<file path="src/rtl/boreal_cursor_accum.sv">
// Sub-pixel cursor accumulator and click shaper feeding the HID mouse core.
// Optional velocity deadzone: define BOREAL_ACCUM_DEADZONE_EN.

module boreal_cursor_axis #(
  parameter int VEL_W    = 16,
  parameter int FRAC     = 8,
  parameter int ACC_W    = 24,
  parameter int DEADZONE = 16
) (
  input  logic                    clk,
  input  logic                    rst,
  input  logic signed [VEL_W-1:0] vel,
  input  logic                    vel_valid,
  input  logic [1:0]              tier,
  input  logic                    report_tick,
  output logic signed [7:0]       delta,
  output logic                    sat,
  output logic signed [ACC_W-1:0] acc
);
`ifdef BOREAL_ACCUM_DEADZONE_EN
  localparam bit DZ_EN = 1'b1;
`else
  localparam bit DZ_EN = 1'b0;
`endif
  localparam logic signed [ACC_W-1:0] DZ      = ACC_W'(DEADZONE);
  localparam logic signed [ACC_W:0]   SUM_MAX = {2'b00, {(ACC_W-1){1'b1}}};
  localparam logic signed [ACC_W:0]   SUM_MIN = {2'b11, {(ACC_W-2){1'b0}}, 1'b1};
  localparam logic signed [ACC_W-1:0] Q_MAX   = ACC_W'(127);
  localparam logic signed [ACC_W-1:0] Q_MIN   = -Q_MAX;

  logic signed [ACC_W-1:0] acc_q, acc_d;
  logic signed [7:0]       delta_q, delta_d;
  logic                    sat_q, sat_d;
  logic signed [ACC_W-1:0] v_ext, acc_upd, q, c;
  logic signed [ACC_W:0]   sum;

  always_comb begin
    v_ext = {{(ACC_W-VEL_W){vel[VEL_W-1]}}, vel};
    if (tier == 2'd1) v_ext = v_ext >>> 1;
    if (DZ_EN && (v_ext > -DZ) && (v_ext < DZ)) v_ext = '0;

    // One guard bit so the clamp sees the true sum before it wraps.
    sum   = {acc_q[ACC_W-1], acc_q} + (vel_valid ? {v_ext[ACC_W-1], v_ext} : '0);
    sat_d = 1'b0;
    if (sum > SUM_MAX) begin
      acc_upd = SUM_MAX[ACC_W-1:0];
      sat_d   = 1'b1;
    end else if (sum < SUM_MIN) begin
      acc_upd = SUM_MIN[ACC_W-1:0];
      sat_d   = 1'b1;
    end else begin
      acc_upd = sum[ACC_W-1:0];
    end

    q = acc_upd >>> FRAC;
    if (q > Q_MAX)      c = Q_MAX;
    else if (q < Q_MIN) c = Q_MIN;
    else                c = q;

    acc_d   = acc_upd;
    delta_d = delta_q;
    if (report_tick) begin
      delta_d = c[7:0];
      acc_d   = acc_upd - (c <<< FRAC);
    end
    if (tier[1]) begin
      acc_d   = '0;
      delta_d = '0;
      sat_d   = 1'b0;
    end
  end

  always_ff @(posedge clk or posedge rst) begin
    if (rst) begin
      acc_q   <= '0;
      delta_q <= '0;
      sat_q   <= 1'b0;
    end else begin
      acc_q   <= acc_d;
      delta_q <= delta_d;
      sat_q   <= sat_d;
    end
  end

  assign delta = delta_q;
  assign sat   = sat_q;
  assign acc   = acc_q;
endmodule

module boreal_click_fsm #(
  parameter int CLICK_TICKS = 2,
  parameter int GAP_TICKS   = 1
) (
  input  logic       clk,
  input  logic       rst,
  input  logic       req,
  input  logic       tick,
  input  logic       freeze,
  output logic       button,
  output logic [1:0] state
);
  localparam int CMAX  = (CLICK_TICKS > GAP_TICKS) ? CLICK_TICKS : GAP_TICKS;
  localparam int CNT_W = $clog2(CMAX + 1);
  localparam logic [CNT_W-1:0] CNT_CLICK = CNT_W'(CLICK_TICKS);
  localparam logic [CNT_W-1:0] CNT_GAP   = CNT_W'(GAP_TICKS);
  localparam logic [CNT_W-1:0] CNT_ONE   = CNT_W'(1);

  typedef enum logic [1:0] {C_IDLE = 2'd0, C_HOLD = 2'd1, C_GAP = 2'd2} click_state_e;

  click_state_e     state_q, state_d;
  logic [CNT_W-1:0] cnt_q, cnt_d;
  logic             pend_q, pend_d;
  logic             btn_q, btn_d;

  always_comb begin
    state_d = state_q;
    cnt_d   = cnt_q;
    pend_d  = pend_q;
    btn_d   = btn_q;
    case (state_q)
      C_IDLE: begin
        if (req) begin
          state_d = C_HOLD;
          btn_d   = 1'b1;
          cnt_d   = CNT_CLICK;
        end
      end
      C_HOLD: begin
        if (req) pend_d = 1'b1;
        if (tick) begin
          cnt_d = cnt_q - CNT_ONE;
          if (cnt_q == CNT_ONE) begin
            btn_d = 1'b0;
            if (GAP_TICKS != 0) begin
              state_d = C_GAP;
              cnt_d   = CNT_GAP;
            end else if (pend_d) begin
              state_d = C_HOLD;
              btn_d   = 1'b1;
              cnt_d   = CNT_CLICK;
              pend_d  = 1'b0;
            end else begin
              state_d = C_IDLE;
            end
          end
        end
      end
      C_GAP: begin
        if (req) pend_d = 1'b1;
        if (tick) begin
          cnt_d = cnt_q - CNT_ONE;
          if (cnt_q == CNT_ONE) begin
            // A latched request skips IDLE and starts the next pulse at once.
            if (pend_d) begin
              state_d = C_HOLD;
              btn_d   = 1'b1;
              cnt_d   = CNT_CLICK;
              pend_d  = 1'b0;
            end else begin
              state_d = C_IDLE;
            end
          end
        end
      end
      default: begin
        state_d = C_IDLE;
        btn_d   = 1'b0;
      end
    endcase
    if (freeze) begin
      state_d = C_IDLE;
      cnt_d   = '0;
      pend_d  = 1'b0;
      btn_d   = 1'b0;
    end
  end

  always_ff @(posedge clk or posedge rst) begin
    if (rst) begin
      state_q <= C_IDLE;
      cnt_q   <= '0;
      pend_q  <= 1'b0;
      btn_q   <= 1'b0;
    end else begin
      state_q <= state_d;
      cnt_q   <= cnt_d;
      pend_q  <= pend_d;
      btn_q   <= btn_d;
    end
  end

  assign button = btn_q;
  assign state  = state_q;
endmodule

module boreal_cursor_accum #(
  parameter int VEL_W       = 16,
  parameter int FRAC        = 8,
  parameter int ACC_W       = 24,
  parameter int CLICK_TICKS = 2,
  parameter int GAP_TICKS   = 1,
  parameter int DEADZONE    = 16
) (
  input  logic                    clk,
  input  logic                    rst,
  input  logic signed [VEL_W-1:0] vel_x,
  input  logic signed [VEL_W-1:0] vel_y,
  input  logic                    vel_valid,
  input  logic                    click_l_req,
  input  logic                    click_r_req,
  input  logic [1:0]              tier,
  input  logic                    report_tick,
  output logic signed [7:0]       dx,
  output logic signed [7:0]       dy,
  output logic                    left_click,
  output logic                    right_click,
  output logic                    sat_flag,
  output logic signed [ACC_W-1:0] dbg_acc_x,
  output logic signed [ACC_W-1:0] dbg_acc_y,
  output logic [1:0]              dbg_state_l,
  output logic [1:0]              dbg_state_r
);
  logic sat_x, sat_y;

  boreal_cursor_axis #(.VEL_W(VEL_W), .FRAC(FRAC), .ACC_W(ACC_W), .DEADZONE(DEADZONE)) u_axis_x (
    .clk(clk), .rst(rst), .vel(vel_x), .vel_valid(vel_valid), .tier(tier),
    .report_tick(report_tick), .delta(dx), .sat(sat_x), .acc(dbg_acc_x)
  );

  boreal_cursor_axis #(.VEL_W(VEL_W), .FRAC(FRAC), .ACC_W(ACC_W), .DEADZONE(DEADZONE)) u_axis_y (
    .clk(clk), .rst(rst), .vel(vel_y), .vel_valid(vel_valid), .tier(tier),
    .report_tick(report_tick), .delta(dy), .sat(sat_y), .acc(dbg_acc_y)
  );

  boreal_click_fsm #(.CLICK_TICKS(CLICK_TICKS), .GAP_TICKS(GAP_TICKS)) u_click_l (
    .clk(clk), .rst(rst), .req(click_l_req), .tick(report_tick), .freeze(tier[1]),
    .button(left_click), .state(dbg_state_l)
  );

  boreal_click_fsm #(.CLICK_TICKS(CLICK_TICKS), .GAP_TICKS(GAP_TICKS)) u_click_r (
    .clk(clk), .rst(rst), .req(click_r_req), .tick(report_tick), .freeze(tier[1]),
    .button(right_click), .state(dbg_state_r)
  );

  assign sat_flag = sat_x | sat_y;
endmodule

</file>
<file path="config.mk">
export PLATFORM = sky130hd
export DESIGN_NAME = boreal_cursor_accum
export DESIGN_NICKNAME = d
export VERILOG_FILES = /design/src/rtl/boreal_cursor_accum.sv
export SDC_FILE = /design/constraint.sdc
export NUM_CORES = 1
export LEC_CHECK = 0
export CORE_UTILIZATION = 45
export DETAILED_ROUTE_END_ITERATION = 12
export PLACE_DENSITY = 0.79
export REMOVE_ABC_BUFFERS = 1
export SLEW_MARGIN = 15
export SYNTH_ARGS = -nofsm -noshare
export SYNTH_HDL_FRONTEND = slang
export SYNTH_HIERARCHICAL = 1
export SYNTH_SLANG_ARGS = --single-unit
export TNS_END_PERCENT = 30
</file>
<file path="constraint.sdc">
create_clock -name clk -period 12.9 [get_ports clk]
set_input_delay 3.87 -clock clk [delete_from_list [all_inputs] [get_ports clk]]
set_output_delay 3.87 -clock clk [all_outputs]
set_load 0.01 [all_outputs]
</file>
==> results.toml <==
[yosys]
synth.distinct_cells = 79
ys_async_sr_fraction = 1.000
syn_inst = 1220
synth_xor_xnor_area_share = 0.05247
syn_area_per_cell_um2 = 7.662
synth.area.mux_share = 0.007763
ys_seq_area_frac = 0.2088
synth-seq-cells = 78
yosys_warnings = 6
synth_edf_count = 0
synth_top_family_by_area = "compound AO/OA/AOI/OAI gates"
synthSimpleGateAreaFrac = 0.2214
synth_fa_ha_area_frac = 0.1486
ys.flop_type = "dfrtp_1"
synthesis.area_um2 = 9348
synth_compound_area_frac = 0.3069

[setup_path]
end_kind = "flip-flop"
slowest_stage = "clkdlybuf4s50_1"
critPathLaunchType = "input port"
reg2reg_slack_ns = 5.75
arrival_ns = 11.87
r2r_start = "u_axis_x/acc[0]"
r2r_cells = 25
cpPeakStageDelay_ns = 1.01
cp_num_buf_inv = 2
rr_endpoint = "u_axis_x/acc[23]"
cp.required_ns = 13.16
worstSetupPathType = "input port to flip-flop"
cp_top_family = "compound AO/OA/AOI/OAI gates"
crit_fanout = 32

[status]
outcome = "finished clean"

[worst_hold_path]
hold_class = "flip-flop to flip-flop"
worstHoldStart = "u_axis_x/delta[1]"
min_to = "u_axis_x/delta[1]"
holdPathStages = 2

[cts]
clock_latency_ns = 0.35
clkTransAtPathRegs_ns = 0.06
clk_path_buf_depth = 2
clock-sinks = 78
cts.repair.resized = 0
cts_setup_buffers = 0
numCtsBuffers = 9
cts.hold.buffers_added = 0
cts_tree = "built"
htreeDepth = 3
cts-root-buf = "clkbuf_16"

[die]
ios = 111
chipHeight_um = 146.1
core_um2 = 20300
dieArea_um2 = 21350
start_util = 0.4605
die_x_um = 146.1
rows = 52

[pwr]
peakVddDrop_uv = 197.0
power_mw = 3.233
leakage_nw = 4.712
p_per_area_nw_per_um2 = 297.0

[final_layout]
multi_input_area_um2 = 6893
layout.nets = 1448
seq_area_um2 = 1952
n_fill_cell = 1934
drive_above_1_share = 0.04958
areaGrowthSynthToFinish_pct = 16.45
final_area_um2 = 10890

[sta]
grt_setup_unrepaired = "no"
setup_tns_ns = 0
holdWs_ns = 0.5109
finalClockSkew_ns = 0.008492
fin_ws_ns = 1.290
finalCritPeriodShare = 0.9000
hold_viol_final = 0
slew_viol_final = 0
worstMarginPinSlew_ns = 0.9208
relSlewSlack = 0.3804
period_minus_slack_ns = 11.61
setup_viol = 0
max_freq_mhz = 86.13

[route]
drc = 0
drt_iter0_drc = 759
vias = 9482
post_drt_wl_per_cell_um = 16.58
totalWireLength_mm = 26.22
ant_nets = 0
firstDrtPassIters = 5
vias_per_cell = 5.994

[global_route]
grt_pass1_wl_mm = 43.26
grt_max_degree = 38
use_met1 = 0.3337
antenna_found_initial = 1
gr-total-overflow = 0
met2_usage = 0.4040
grt-busiest-layer = "met2"
track_usage = 0.2448
met3_usage = 0.02875
grt_pass1_vias = 8967

[place]
routabilityCongestion = 0.9066
port_buffers = 110
dpl_cell_area_um2 = 10600
dp_slack_ns = 1.073
hpwl_mm = 20.44

[flow_run]
maxCapViolations = 0
cells in the final DEF (no fill, tap or decap), types with 14 or more instances in the layout:
cell type	n
nand2_1	176
clkdlybuf4s50_1	109
nor2_1	105
ha_1	98
a21oi_1	89
o21ai_0	79
dfrtp_1	78
inv_1	67
xnor2_1	34
a21boi_0	28
nor3_1	26
nand3_1	24
a21o_1	24
xor2_1	22
o31ai_1	20
o211ai_1	19
o31a_1	18
nand2b_1	16
a31oi_1	15
nor2b_1	15
a211oi_1	15
o21a_1	14
synthesized netlist by cell type, drive strengths merged (18+ instances only):
master | n | share of area
a211oi | 20 | 0.019
a21boi | 28 | 0.022
a21o | 24 | 0.019
a21oi | 93 | 0.051
buf | 27 | 0.020
dfrtp | 78 | 0.21
ha | 98 | 0.13
inv | 69 | 0.028
nand2 | 178 | 0.072
nand3 | 26 | 0.015
nor2 | 109 | 0.045
nor3 | 27 | 0.015
o211ai | 19 | 0.015
o21ai | 83 | 0.044
o31a | 18 | 0.017
o31ai | 20 | 0.016
xnor2 | 34 | 0.032
xor2 | 22 | 0.021
tightest hold or removal path, cell delays in order, from the launching register on:
cell	delay, ns
dfrtp_1	0.35
nand2_1	0.05
o211ai_1	0.07
report_power, final:
group	internal [mW]	leakage [nW]	switching, mW	total (mW)
Sequential	0.347	1.00	0.0842	0.431
Clock	0.138	0.137	0.108	0.246
Combinational	1.10	3.57	1.45	2.56
Total	1.59	4.71	1.65	3.23
stage by stage:
step | cells | util
after global routing | 1582 | 0.5362
final | 1582 | 0.5362
after detailed placement | 1565 | 0.5221
after global placement | 1565 | 0.5221
after CTS | 1581 | 0.5361
after floorplan | 1177 | -
worst max path at each step:
stage | startpoint | endpoint | depth (start not counted)
global placement | vel_valid | u_axis_x/acc[23] | 27
finish | vel_valid | u_axis_x/acc[23] | 27
CTS | vel_valid | u_axis_x/acc[23] | 27
floorplan | tier[0] | u_axis_x/acc[22] | 31
global route | vel_valid | u_axis_x/acc[23] | 27
detailed placement | vel_valid | u_axis_x/acc[23] | 27
flip-flops by register name (all words and copies together) (netlist names), 2 cells and up:
name / cells
u_click_l/state: 2
u_click_r/cnt_q: 2
u_axis_y/delta: 8
u_click_r/state: 2
u_axis_y/acc: 24
u_axis_x/acc: 24
u_click_l/cnt_q: 2
u_axis_x/delta: 8
final cells by class:
| type | count | area share |
|---|---|---|
| multi-input combinational | 1030 | 0.6332 |
| sequential | 78 | 0.1793 |
| timing repair buffer | 118 | 0.1062 |
| tap | 270 | 0.03103 |
| inverter | 69 | 0.02379 |
| clock buffer | 11 | 0.02230 |
| clock inverter | 5 | 0.003908 |
| antenna | 1 | 0.0002299 |
per-layer routing:
metal	up-vias	wire, um
met2	291	12080
met5	-	0
met3	31	1338
met1	4507	12310
met4	0	493
li1	4653	-
logic make-up (layout without fill, tap and decap cells):
group,count (synthesis),in the layout
compound gates,421,421
mux,7,7
buf+inv,112,203
other cells,0,1
flops,78,78
simple gates,436,436
fa+ha+maj,110,110
xor+xnor,56,56
No activity file was read; power rests on OpenSTA's default activity.
